<file path="config.mk">
export PLATFORM = sky130hd
export DESIGN_NAME = fetch_unit
export DESIGN_NICKNAME = d
export VERILOG_FILES = /design/src/rtl/pcmux.sv /design/src/rtl/fetch_unit.sv
export SDC_FILE = /design/constraint.sdc
export NUM_CORES = 1
export LEC_CHECK = 0
export BUFFER_PORTS_ARGS = -buffer_cell sky130_fd_sc_hd__buf_2
export CORE_ASPECT_RATIO = 2
export CORE_UTILIZATION = 35
export CTS_CLUSTER_SIZE = 40
export DETAILED_ROUTE_END_ITERATION = 8
export PLACE_DENSITY = 0.6
export SLEW_MARGIN = 20
export SYNTH_ARGS = -nofsm -noshare
export SYNTH_HDL_FRONTEND = slang
export SYNTH_SLANG_ARGS = --single-unit
</file>
<file path="constraint.sdc">
create_clock -name clk -period 2.4 [get_ports clk]
set_input_delay 0.48 -clock clk [delete_from_list [all_inputs] [get_ports clk]]
set_output_delay 0.48 -clock clk [all_outputs]
set_load 0.05 [all_outputs]
</file>
<file path="src/rtl/pcmux.sv">
// Shared redirect-target select encoding used by fetch and execute.
package pcmux;

  typedef enum logic {
    alu_out  = 1'b0,
    alu_mod2 = 1'b1
  } pcmux_sel_t;

endpackage

</file>
<file path="src/rtl/fetch_unit.sv">
// Instruction fetch: single outstanding imem request, one-entry output
// register towards decode, branch redirect with stale-response dropping.
module fetch_unit #(
  parameter logic [31:0] RESET_PC = 32'h4000_0000
) (
  input  logic                clk,
  input  logic                rst,
  input  logic                branch_take,
  input  pcmux::pcmux_sel_t   pcmux_sel,
  input  logic [31:0]         alu_out,
  input  logic                stall,
  output logic [31:0]         imem_address,
  output logic                imem_read,
  input  logic                imem_resp,
  input  logic [31:0]         imem_rdata,
  output logic                if_valid,
  output logic [31:0]         if_pc,
  output logic [31:0]         if_instr,
  output logic                flush
);

  typedef enum logic [1:0] {
    FETCH,
    HOLD,
    DROP
  } state_t;

  state_t      state, state_n;
  logic [31:0] pc, pc_n;
  logic [31:0] tgt, tgt_n;
  logic [31:0] target;
  logic [31:0] if_pc_n, if_instr_n;
  logic        if_valid_n;

  assign target       = (pcmux_sel == pcmux::alu_mod2) ? {alu_out[31:1], 1'b0} : alu_out;
  assign flush        = branch_take;
  assign imem_address = pc;
  // Gated by rst so no request is visible while reset is held.
  assign imem_read    = rst && (state != HOLD);

  always_ff @(posedge clk or negedge rst) begin
    if (!rst) begin
      state    <= FETCH;
      pc       <= RESET_PC;
      tgt      <= '0;
      if_valid <= 1'b0;
      if_pc    <= '0;
      if_instr <= '0;
    end else begin
      state    <= state_n;
      pc       <= pc_n;
      tgt      <= tgt_n;
      if_valid <= if_valid_n;
      if_pc    <= if_pc_n;
      if_instr <= if_instr_n;
    end
  end

  always_comb begin
    state_n    = state;
    pc_n       = pc;
    tgt_n      = tgt;
    if_valid_n = if_valid && stall;
    if_pc_n    = if_pc;
    if_instr_n = if_instr;

    unique case (state)
      FETCH: begin
        if (branch_take) begin
          if_valid_n = 1'b0;
          if (imem_resp) begin
            pc_n = target;
          end else begin
            tgt_n   = target;
            state_n = DROP;
          end
        end else if (imem_resp) begin
          // A freshly filled output register is never consumed in the same
          // cycle, so the next request waits in HOLD until decode takes it.
          if_valid_n = 1'b1;
          if_pc_n    = pc;
          if_instr_n = imem_rdata;
          pc_n       = pc + 32'd4;
          state_n    = HOLD;
        end
      end
      HOLD: begin
        if (branch_take) begin
          if_valid_n = 1'b0;
          pc_n       = target;
          state_n    = FETCH;
        end else if (!stall) begin
          state_n = FETCH;
        end
      end
      DROP: begin
        if (branch_take) begin
          if_valid_n = 1'b0;
          tgt_n      = target;
        end
        if (imem_resp) begin
          pc_n    = branch_take ? target : tgt;
          state_n = FETCH;
        end
      end
      default: state_n = FETCH;
    endcase
  end

endmodule

</file>
# ---- Word level (Yosys, flattened, before mapping)
# Index checks and enable logic that the tools add are counted.
dict set report word_totals {
  reg_bits 131
  latchBits 0
  ram_bits 0
  rom_bits 0
  in_bits 70
  output_inout_bits 99
  word_cells 51
  n_memories 0
}
dict set report op_classes {
  addsub 1
  n_mul 0
  div_mod_pow 0
  magnitude_cmp 0
  n_eq_ne 11
  n_shift 0
  muxes 22
  n_bitwise 1
  n_reduce_logical 10
}
# operator n
set op_table {}
lappend op_table {{32-bit 2-to-1 mux} 8}
lappend op_table {{32-bit one-hot mux with 3 select lines} 1}
lappend op_table {{32-bit one-hot mux with 2 select lines} 1}
lappend op_table {{32-bit by 3-bit adder with 32-bit output, second input constant} 1}
lappend op_table {{2-bit 2-to-1 mux} 6}
lappend op_table {{2-bit inequality test, second input constant} 5}
lappend op_table {{3-bit inequality test, second input constant} 3}
lappend op_table {{4-bit AND reduction} 2}
lappend op_table {{2-bit one-hot mux with 3 select lines} 1}
lappend op_table {{3-bit AND reduction} 2}
lappend op_table {{1-bit 2-to-1 mux} 4}
lappend op_table {{3-bit nonzero test} 1}
lappend op_table {{2-bit by 1-bit equality test with 1-bit output, second input constant} 1}
lappend op_table {{2-bit equality test, second input constant} 1}
lappend op_table {{1-bit logical AND} 2}
lappend op_table {{2-bit logical NOT} 1}
lappend op_table {{2-bit by 1-bit inequality test with 1-bit output, second input constant} 1}
lappend op_table {{1-bit one-hot mux with 2 select lines} 1}
lappend op_table {{2-bit nonzero test} 1}
lappend op_table {{2-bit OR reduction} 1}
lappend op_table {{1-bit inverter} 1}

# ---- Longest topological paths before layout
dict set report logic_depth {
  depth_word 4
  mapped_depth 9
  mapped_depth_nobuf 7
}

# ---- Least setup slack after synthesis
# OpenSTA, ideal clock, no wires.
dict set report synth_timing {
  path_type {flip-flop to flip-flop}
  start {reg pc[2], in the netlist imem_address[2]}
  end {reg pc[28], in the netlist imem_address[28]}
  arrival_time_ns 2.262
  slack_ns 0.012
  stages_incl_launch_ff 7
  period_less_slack_ns 2.388
  path_cell_list {dfrtp_1 > ha_1 > nand3_1 > nor2_2 > nand2_2 > or4_1 > o311a_1}
}
dict set report synth_via {
  elab_chain_cells 4
}
# element line_no
set synth_rtl {}
lappend synth_rtl {{from (decl)} fetch_unit.sv:29} ;# logic [31:0] pc, pc_n;
lappend synth_rtl {{from (signal assigned)} fetch_unit.sv:51} ;# pc <= pc_n;
lappend synth_rtl {{32-bit by 3-bit adder with 32-bit output} fetch_unit.sv:83} ;# pc_n = pc + 32'd4;
lappend synth_rtl {{32-bit 2-to-1 mux} fetch_unit.sv:77} ;# end else if (imem_resp) begin
lappend synth_rtl {{32-bit 2-to-1 mux} fetch_unit.sv:69} ;# if (branch_take) begin
lappend synth_rtl {{32-bit one-hot mux with 3 select lines} fetch_unit.sv:67} ;# unique case (state)
# No other way between the ends. The select of a mux whose other input is x is not followed.
# A chain may end at the register's enable or synchronous reset.

# ---- Worst setup path in the final report
dict set report layout_timing {
  start {reg state[0]}
  end {out imem_read}
}
dict set report layout_via {
  elab_chain_cells 2
}
# element line_no
set layout_rtl {}
lappend layout_rtl {{from (decl)} fetch_unit.sv:28} ;# state_t state, state_n;
lappend layout_rtl {{from (signal assigned)} fetch_unit.sv:50} ;# state <= state_n;
lappend layout_rtl {{2-bit by 1-bit inequality test with 1-bit output} fetch_unit.sv:39} ;# assign imem_read = rst && (state != HOLD);
lappend layout_rtl {{1-bit logical AND} fetch_unit.sv:39}
lappend layout_rtl {{to (decl)} fetch_unit.sv:13} ;# output logic imem_read,
# No other way between the ends.

==> results.sh <==
export IMPL_clock_skew_final_ns=0.00591
export IMPL_io_buffers=168
export IMPL_drv_cap=0
export IMPL_ctsHtreeMaxLevel=4
export IMPL_irDropWorstVdd_mv=0.755
export IMPL_max_slew_margin_pct=49.3
export IMPL_clock_latency_ns=0.42
export IMPL_antenna_found_initial=2
export IMPL_cp_cell_sequence="buf_4, ha_1, buf_4, nor2b_1, buf_2"
export IMPL_wire_per_inst_um=18.0
export IMPL_dieArea_mm2=0.0197
export IMPL_grt_overflow=0
export IMPL_fin_crit_sh_pct=95.0
export IMPL_cp_max_fo=23
export IMPL_cts_tree="built"
export IMPL_hold_buffers=0
export IMPL_synth_distinct_cells=72
export IMPL_max_stage_delay_ns=0.37
export IMPL_post_cts_setup_buffer_count=0
export IMPL_antenna_left=0
export IMPL_synthesis_area_mm2=0.00669
export IMPL_async_flop_share_pct=100
export IMPL_synth_nets=679
export IMPL_required_ns=1.92
export IMPL_clockBufferDepth=2
export IMPL_utilization_pct=45.9
export IMPL_ys_flop_type="dfrtp_1"
export IMPL_drc=0
export IMPL_setup_viol=0
export IMPL_place_gp_congestion=0.833
export IMPL_syn_avg_cell_area_um2=11.1
export IMPL_arrival_ns=1.80
export IMPL_syn2layout_area_growth_pct=28.6
export IMPL_final_net_count=865
export IMPL_cts_buffers=17
export IMPL_cts_resized=0
export IMPL_dr_total_vias=5562
export IMPL_worstMarginPinSlew_ns=0.761
export IMPL_worstSetupPathType="reg -> out"
export IMPL_grt_max_degree=132
export IMPL_core_area_mm2=0.0187
export IMPL_grt_pass1_wl_um=30200
export IMPL_rows=71
export IMPL_min_period_ns=2.28
export IMPL_fp_dieH_um=197
export IMPL_crit_slowest_cell="dfrtp_1"
export IMPL_wl_um=19000
export IMPL_status="finished, final reports clean"
export IMPL_rsz0062_at_grt="no"
export IMPL_fmax_mhz=438
export IMPL_die_w_um=99.7
export IMPL_dr_pass1_iters=5
export IMPL_cpMostUsedCell="buf_4"
export IMPL_ys_seq_area_share_pct=49.0
export IMPL_drive_gt1_share_pct=44.6
export IMPL_leakagePower_nw=3.97
export IMPL_dp_hpwl_um=13700
export IMPL_start_util_pct=35.7
export IMPL_finalHoldViolations=0
export IMPL_drt_iter0_drc=315
export IMPL_maxSlewViolCount=0
export IMPL_viasPerCell=5.27
export IMPL_synth_edf_count=0
export IMPL_clock_sinks=131
export IMPL_cp_start_kind="register"
export IMPL_setup_tns_ns=0
export IMPL_grt_total_usage_pct=20.2
export IMPL_fillerInstances=1760
export IMPL_hp_class="in -> async"
export IMPL_ys_ff_latch=131
export IMPL_grt_pass1_vias=5555
export IMPL_cts_clk_slew_worst_paths_ns=0.06
export IMPL_ioPinCount=169
export IMPL_cts_root_buf="clkbuf_16"
export IMPL_syn_inst=604
export IMPL_cp_end_kind="output port"
export IMPL_yosysWarnings=0
export IMPL_p_per_area_mw_per_mm2=1690
[worst max-delay path, delay by kind of cell (launching register included)]
kind / cells / cell delay, ns
flip-flops: 1 / 0.37
buffers and inverters: 3 / 0.65
AND/OR/NAND/NOR: 1 / 0.15
adder cells (fa/ha/maj): 1 / 0.19
[sequential cells by signal (all words and copies together) (netlist names)]
name and cells:
if_instr 32, if_pc 32, imem_address 32, tgt 32
state 2, if_valid 1
[logic make-up (layout without fill, tap and decap cells)]
kind of cell | count (synthesis) | count (layout) | synth area share (%)
and+or+nand+nor | 133 | 133 | 11.3
xor gates and xnor gates | 5 | 5 | 0.655
other | 0 | 1 | 0
DFF | 131 | 131 | 49.0
muxes | 113 | 113 | 18.8
AOI/OAI and AO/OA | 158 | 158 | 15.5
adders and majority gates | 5 | 5 | 0.936
buffers and inverters | 59 | 255 | 3.72
[cell usage after synthesis (8+ instances only)]
cell type / count / area share (%)
a21oi_1: 51 / 3.8
a22o_1: 8 / 1.0
a22oi_1: 10 / 1.1
buf_2: 11 / 0.82
clkbuf_1: 23 / 1.3
dfrtp_1: 130 / 49
inv_1: 15 / 0.84
mux2_2: 100 / 17
mux2i_1: 13 / 1.9
nand2_1: 39 / 2.2
nand3_1: 10 / 0.75
nor2_1: 21 / 1.2
nor3_1: 14 / 1.0
o21ai_0: 31 / 2.3
o31ai_1: 9 / 1.0
[metrics by stage]
stage	power, W	instances	instance area, µm²	hold WS, ns	setup WS (ns)
floorplan	0.00996	604	6690	0.184	0.0122
global placement	0.0121	1026	8070	0.458	0.284
detailed placement	0.0122	1026	8070	0.469	0.265
CTS	0.0147	1055	8600	0.213	0.101
global route	0.0154	1056	8600	0.200	0.0342
finish	0.0145	1056	8600	0.143	0.119
[layout by cell type (no fill, tap or decap), types with 3 or more instances in the layout]
master and count:
buf_2 167, dfrtp_1 130, mux2_2 100, a21oi_1 51, nand2_1 39, buf_4 35
o21ai_0 31, nor2_1 21, clkbuf_16 17, inv_1 15, nor3_1 13, mux2i_1 13
nand3_1 10, a22oi_1 10, o31ai_1 9, a22o_1 8, nand4_1 7, a221o_1 7
a221oi_1 7, buf_12 7, a31oi_1 6, nor4_1 6, clkinv_2 6, ha_1 5
nand2b_1 4, and3_1 4, o22a_1 4, xor2_1 4, nor2b_1 3, o211ai_1 3
o22ai_1 3, clkbuf_1 3
[report_power, final]
| group | internal (W) | total, W | switching, W | leakage [nW] |
|---|---|---|---|---|
| Sequential | 0.00332 | 0.00411 | 0.000793 | 1.58 |
| Combinational | 0.00267 | 0.00806 | 0.00540 | 2.12 |
| Clock | 0.00145 | 0.00236 | 0.000917 | 0.265 |
[metal layers]
layer  track usage, %  share of wire, %  vias to the layer above
met4             11.9               3.8                        2
met5                0             0.042                        -
met1             22.0                38                     2690
met3             3.75               4.4                       54
li1                 -                 -                     2623
met2             35.9                53                      193
[worst paths after layout]
| path | cells after the start | to | slack, ns | start |
|---|---|---|---|---|
| max in group asynchronous | 2 | if_pc[22] | 1.65 | rst |
| max | 5 | imem_read | 0.12 | state[0] |
| min in group clk | 2 | if_instr[2] | 0.29 | imem_rdata[2] |
| min reg2reg | 2 | if_pc[29] | 0.47 | if_pc[29] |
| max reg2reg | 8 | imem_address[13] | 0.22 | state[0] |
| min | 2 | tgt[12] | 0.14 | rst |
[area by class of cell]
cell class / count / area, µm² / area share, %
Sequential cell: 131 / 3280 / 38.1
Tap cell: 255 / 319 / 3.71
Multi-Input combinational cell: 414 / 3170 / 36.8
Clock buffer: 22 / 464 / 5.40
Clock inverter: 7 / 60.1 / 0.698
Antenna cell: 1 / 2.50 / 0.0291
Timing Repair Buffer: 210 / 1250 / 14.5
Inverter: 16 / 60.1 / 0.698
No activity file was read; power rests on OpenSTA's default activity.
